--- src/rtl/lc3_decode_pkg.sv ---
// Shared types and encodings for the LC-3 decode stage.
package lc3_decode_pkg;

  // LC-3 opcodes as carried in instr[15:12].
  typedef enum logic [3:0] {
    OP_BR   = 4'b0000,
    OP_ADD  = 4'b0001,
    OP_LD   = 4'b0010,
    OP_ST   = 4'b0011,
    OP_JSR  = 4'b0100,
    OP_AND  = 4'b0101,
    OP_LDR  = 4'b0110,
    OP_STR  = 4'b0111,
    OP_RTI  = 4'b1000,
    OP_NOT  = 4'b1001,
    OP_LDI  = 4'b1010,
    OP_STI  = 4'b1011,
    OP_JMP  = 4'b1100,
    OP_RSV  = 4'b1101,
    OP_LEA  = 4'b1110,
    OP_TRAP = 4'b1111
  } opcode_e;

  // alu_control encodings.
  localparam logic [1:0] ALU_ADD = 2'b00;
  localparam logic [1:0] ALU_AND = 2'b01;
  localparam logic [1:0] ALU_NOT = 2'b10;

  // pcselect1 encodings: which offset feeds the address adder.
  localparam logic [1:0] PC1_NONE = 2'b00;
  localparam logic [1:0] PC1_OFF9 = 2'b01;
  localparam logic [1:0] PC1_OFF6 = 2'b10;
  localparam logic [1:0] PC1_ZERO = 2'b11;

  // W_Control encodings: writeback source select.
  localparam logic [1:0] WB_ALU = 2'b00;
  localparam logic [1:0] WB_MEM = 2'b01;
  localparam logic [1:0] WB_PC  = 2'b10;

  // Execute-stage control word, packed MSB first as seen on E_Control.
  typedef struct packed {
    logic [1:0] alu_control;
    logic [1:0] pcselect1;
    logic       pcselect2;
    logic       op2select;
  } e_control_t;

  // Opcodes this decode stage does not support.
  function automatic logic is_illegal(input opcode_e op);
    logic v;
    case (op)
      OP_JSR, OP_RTI, OP_RSV, OP_TRAP: v = 1'b1;
      default:                         v = 1'b0;
    endcase
    return v;
  endfunction

endpackage

--- src/rtl/lc3_decode_ctrl.sv ---
// Combinational opcode decoder: instruction word -> execute/writeback/memory
// control words plus an illegal-opcode flag. Unused fields are driven to 0.
module lc3_decode_ctrl
  import lc3_decode_pkg::*;
(
  input  logic [15:0] i_instr,
  output logic [5:0]  o_e_control,
  output logic [1:0]  o_w_control,
  output logic        o_mem_control,
  output logic        o_illegal
);

  opcode_e    w_op;
  e_control_t w_e;
  logic [1:0] w_w;
  logic       w_m;
  logic       w_ill;
  // Only the opcode and the immediate-select bit affect decoding.
  logic       w_instr_unused;

  assign w_op           = opcode_e'(i_instr[15:12]);
  assign w_instr_unused = ^{i_instr[11:6], i_instr[4:0]};

  // Map the opcode to its control words; illegal opcodes yield all-zero controls.
  always_comb begin
    w_e   = '0;
    w_w   = WB_ALU;
    w_m   = 1'b0;
    w_ill = 1'b0;
    case (w_op)
      OP_ADD: begin
        w_e.alu_control = ALU_ADD;
        w_e.op2select   = ~i_instr[5];
      end
      OP_AND: begin
        w_e.alu_control = ALU_AND;
        w_e.op2select   = ~i_instr[5];
      end
      OP_NOT: begin
        w_e.alu_control = ALU_NOT;
      end
      OP_BR, OP_ST: begin
        w_e.pcselect1 = PC1_OFF9;
        w_e.pcselect2 = 1'b1;
      end
      OP_LD: begin
        w_e.pcselect1 = PC1_OFF9;
        w_e.pcselect2 = 1'b1;
        w_w           = WB_MEM;
      end
      OP_LDI: begin
        w_e.pcselect1 = PC1_OFF9;
        w_e.pcselect2 = 1'b1;
        w_w           = WB_MEM;
        w_m           = 1'b1;
      end
      OP_STI: begin
        w_e.pcselect1 = PC1_OFF9;
        w_e.pcselect2 = 1'b1;
        w_m           = 1'b1;
      end
      OP_LEA: begin
        w_e.pcselect1 = PC1_OFF9;
        w_e.pcselect2 = 1'b1;
        w_w           = WB_PC;
      end
      OP_LDR: begin
        w_e.pcselect1 = PC1_OFF6;
        w_w           = WB_MEM;
      end
      OP_STR: begin
        w_e.pcselect1 = PC1_OFF6;
      end
      OP_JMP: begin
        w_e.pcselect1 = PC1_ZERO;
      end
      default: begin
        w_e   = '0;
        w_w   = WB_ALU;
        w_m   = 1'b0;
        w_ill = is_illegal(w_op);
      end
    endcase
  end

  assign o_e_control   = w_e;
  assign o_w_control   = w_w;
  assign o_mem_control = w_m;
  assign o_illegal     = w_ill;

endmodule

--- src/rtl/lc3_decode.sv ---
// LC-3 decode stage: captures the fetched instruction and its next-PC on
// enable_decode and registers the decoded control words for later stages.
module lc3_decode
  import lc3_decode_pkg::*;
(
  input  logic        clock,
  input  logic        reset,
  input  logic        enable_decode,
  input  logic [15:0] npc_in,
  input  logic [2:0]  psr,
  input  logic [15:0] instr_dout,
  output logic [15:0] IR,
  output logic [15:0] npc_out,
  output logic [5:0]  E_Control,
  output logic [1:0]  W_Control,
  output logic        Mem_Control,
  output logic        decode_valid,
  output logic        illegal_op
);

  logic [5:0]  w_e_control;
  logic [1:0]  w_w_control;
  logic        w_mem_control;
  logic        w_illegal;
  // psr travels on the bus for the controller only.
  logic        w_psr_unused;

  logic [15:0] r_ir;
  logic [15:0] r_npc;
  logic [5:0]  r_e_control;
  logic [1:0]  r_w_control;
  logic        r_mem_control;
  logic        r_decode_valid;
  logic        r_illegal_op;

  assign w_psr_unused = ^psr;

  lc3_decode_ctrl u_ctrl (
    .i_instr       (instr_dout),
    .o_e_control   (w_e_control),
    .o_w_control   (w_w_control),
    .o_mem_control (w_mem_control),
    .o_illegal     (w_illegal)
  );

  // Capture/hold register bank; reset wins over capture, hold only drops decode_valid.
  always_ff @(posedge clock) begin
    if (!reset) begin
      r_ir           <= 16'h0000;
      r_npc          <= 16'h0000;
      r_e_control    <= 6'h00;
      r_w_control    <= 2'b00;
      r_mem_control  <= 1'b0;
      r_decode_valid <= 1'b0;
      r_illegal_op   <= 1'b0;
    end else if (enable_decode) begin
      r_ir           <= instr_dout;
      r_npc          <= npc_in;
      r_e_control    <= w_e_control;
      r_w_control    <= w_w_control;
      r_mem_control  <= w_mem_control;
      r_decode_valid <= 1'b1;
      r_illegal_op   <= w_illegal;
    end else begin
      r_decode_valid <= 1'b0;
    end
  end

  assign IR           = r_ir;
  assign npc_out      = r_npc;
  assign E_Control    = r_e_control;
  assign W_Control    = r_w_control;
  assign Mem_Control  = r_mem_control;
  assign decode_valid = r_decode_valid;
  assign illegal_op   = r_illegal_op;

endmodule

--- config.mk ---
export PLATFORM = sky130hd
export DESIGN_NAME = lc3_decode
export DESIGN_NICKNAME = d
export VERILOG_FILES = /design/src/rtl/lc3_decode_pkg.sv /design/src/rtl/lc3_decode_ctrl.sv /design/src/rtl/lc3_decode.sv
export SDC_FILE = /design/constraint.sdc
export NUM_CORES = 1
export LEC_CHECK = 0
export CORE_ASPECT_RATIO = 1.25
export CORE_UTILIZATION = 44
export DETAILED_ROUTE_END_ITERATION = 16
export GPL_ROUTABILITY_DRIVEN = 0
export GPL_TIMING_DRIVEN = 0
export PLACE_DENSITY = 0.95
export SETUP_SLACK_MARGIN = 0.2
export SYNTH_ARGS = -nofsm -noshare
export SYNTH_HDL_FRONTEND = slang
export SYNTH_SLANG_ARGS = --single-unit
--- constraint.sdc ---
create_clock -name clock -period 1.7 [get_ports clock]
set_input_delay 0.34 -clock clock [delete_from_list [all_inputs] [get_ports clock]]
set_output_delay 0.34 -clock clock [all_outputs]
set_load 0.05 [all_outputs]
==> reports/qor.yml <==
sta:
  slew_violations: 0
  rsz0062_at_grt: "yes"
  skew_ps: 0
  clock.fmax_mhz: 675.6
  slew_headroom: 0.6647
  finalSetupViolCount: 0
  finalHoldViolations: 0
  fin_ws_ps: 219.8
  finalCritPeriodShare: 0.8707
  layout_min_cycle_time_ps: 1480
  fin_setup_tns_ps: 0
  worstMarginPinSlew_ps: 504.9
routing:
  postRouteAntennaNets: 0
  drt_iter0_drc: 58
  via_per_inst: 4.723
  remaining_drc_errors: 0
  drt_first_pass_iters: 4
  wl_per_cell_um: 12.63
  vias: 1417
  routed_wl_um: 3790
cts:
  cts_hold_buffers: 0
  cts_buffer_depth: 2
  cts_setup_buffers: 0
  cts_buffers: 5
  clock-sinks: 43
  clkTransAtPathRegs_ps: 80
  cts_tree: "done"
  clk-insertion-delay-late_ps: 290
  root_buffer: "clkbuf_8"
  cts_max_level: 2
critical_path:
  r2r-start: "illegal_op"
  crit_chain: "clkdlybuf4s15_1"
  end_kind: "primary output"
  crit_buf_inv: 1
  startpoint: "E_Control[3]"
  critPathTopFamily: "buffers and inverters"
  arrival_ps: 1140
  path_class: "reg2out"
  max_stage_delay_ps: 510
  regToRegEndpoint: "illegal_op"
  required_ps: 1360
  reg2reg_slack_ps: 1030
  cpMaxStageDelayCell: "clkdlybuf4s15_1"
  rr_worst_depth: 2
  cp_max_fo: 2
  setup.worst_path.start_class: "flip-flop"
global_route:
  grt_max_degree: 13
  grt_usage: 0.1903
  grt_pass1_vias: 1335
  grt_pass1_wl_um: 6037
  antenna_found_initial: 0
  gr-total-overflow: 0
power_and_ir_drop:
  p_sw_mw: 0.6663
  ir_drop_v: 0.0005845
  clockPowerShare: 0.303
  cellLeakagePower_nw: 1.101
  intPower_mw: 1.635
  p_per_area_nw_per_um2: 907.5
  power.total_mw: 2.302
  combPwrFrac: 0.224
  switching_share: 0.2895
  seqPwrFrac: 0.473
floorplanning:
  rows: 25
  die_area_um2: 4254
  dieHeight_um: 72.67
  core_um2: 3816
  ioPinCount: 81
  initial_core_util: 0.4607
  die_w_um: 58.54
layout:
  n_fill_cell: 342
  drive_above_1_share: 0.2033
  syn_to_final_growth_pct: 44.27
  stdcell_area_um2: 2536
  diodes: 0
  nNetsFinal: 283
placement:
  dpl_cell_area_um2: 2576
  hpwl_um: 2724
  dp_worst_setup_slack_ps: 75.93
  io_buffers: 75
hold_path:
  holdPathStages: 3
  holdPathEnd: "IR[14]"
  worstHoldStart: "instr_dout[14]"
  hold_class: "in2reg"
logic_synthesis:
  ys_top_cells_by_area: "dfxtp_1 49%, mux2i_1 18%, nor2b_1 11%, buf_6 3.8%, nand2b_1 2.8%"
  synth_area_per_cell_um2: 10.78
  syn_area_um2: 1758
  syn-instance-count: 163
  ys_ff_latch: 43
  syn-num-nets: 201
  yosys.area.top_type: "dfxtp_1"
  synth.distinct_cells: 23
  synth.yosys.seq_area_share: 0.4897
  yosysTopAreaCellShare: 0.4897
  synth_warnings: 0
run_status:
  outcome: "finished, final reports clean"
job:
  cap_violations: 0
cell type report:
| class | instances | area [um^2] | area share |
|---|---|---|---|
| buffer | 12 | 111.4 | 0.04391 |
| clock buffer | 8 | 100.1 | 0.03947 |
| multi-input combinational | 108 | 785.8 | 0.3098 |
| sequential | 43 | 860.8 | 0.3394 |
| tap | 54 | 67.56 | 0.02664 |
| timing repair buffer | 75 | 610.6 | 0.2408 |
cells in the final DEF (no fill, tap or decap), types with 6 or more instances in the layout:
master / instances
dfxtp_1: 43
mux2i_1: 32
nor2b_1: 32
clkdlybuf4s50_1: 32
clkbuf_2: 29
clkdlybuf4s15_1: 10
nand2b_1: 8
clkbuf_8: 8
buf_6: 6
nand3_1: 6
per-stage QoR:
step,hold slack [ps],cells,utilization
2_1_floorplan,482.3,163,-
3_3_place_gp,454.4,292,0.6751
3_5_place_dp,467.1,292,0.6751
4_1_cts,343.4,300,0.6987
5_1_grt,349.4,300,0.6646
6_report,343.3,300,0.6646
worst max-delay path by stage:
stage | end | slack (ps) | cells past startpoint
after global placement | E_Control[1] | 110 | 4
final | E_Control[3] | 220 | 1
after floorplan | E_Control[1] | 730 | 3
after CTS | E_Control[3] | 170 | 1
after detailed placement | E_Control[2] | 80 | 4
after global routing | E_Control[3] | 170 | 1
repair_timing:
| item | 4_1_cts | 5_1_grt |
|---|---|---|
| pin swaps | 0 | 0 |
| endpoints found under the setup margin | 43 | 35 |
| gates resized for setup | 78 | 41 |
cells by family after synthesis:
kind of cell,count (synthesis),synth area share
compound gates,17,0.06334
buf+inv,12,0.06334
flops,43,0.4897
mux,32,0.1822
simple gates,59,0.2014
power groups by stage:
stage | clock network [mW] | registers [mW] | logic [mW]
CTS | 0.720 | 1.09 | 0.534
detailed placement | 0 | 1.11 | 0.560
global route | 0.754 | 1.10 | 0.548
global placement | 0 | 1.11 | 0.554
finish | 0.698 | 1.09 | 0.514
floorplan | 0 | 1.30 | 0.154
synth_stat cells:
cell type,instances
a21boi_0,2
a21boi_1,4
a21oi_1,3
a41oi_1,1
and2_1,1
and2b_1,2
and2b_2,2
buf_6,6
buf_8,1
clkbuf_1,4
clkbuf_8,1
dfxtp_1,43
mux2i_1,32
nand2_1,4
nand2b_1,8
nand3_1,6
nand4_1,1
nor2_1,2
nor2b_1,32
o211ai_1,1
o21ai_0,5
o311a_1,1
or2_1,1
flip-flops by register name (all words and copies together), names as in the netlist:
signal / cells
IR: 16
illegal_op: 1
Mem_Control: 1
npc_out: 16
W_Control: 2
E_Control: 6
decode_valid: 1
metal layers:
layer  wire length, um  track usage  vias to the layer above
met4                68      0.08730                        0
li1                  -            -                      712
met3               240      0.05851                        7
met5                 0            0                        -
met1              1583       0.2171                      653
met2              1897       0.3231                       45
Note: power is estimated with default switching activity, not from simulation.
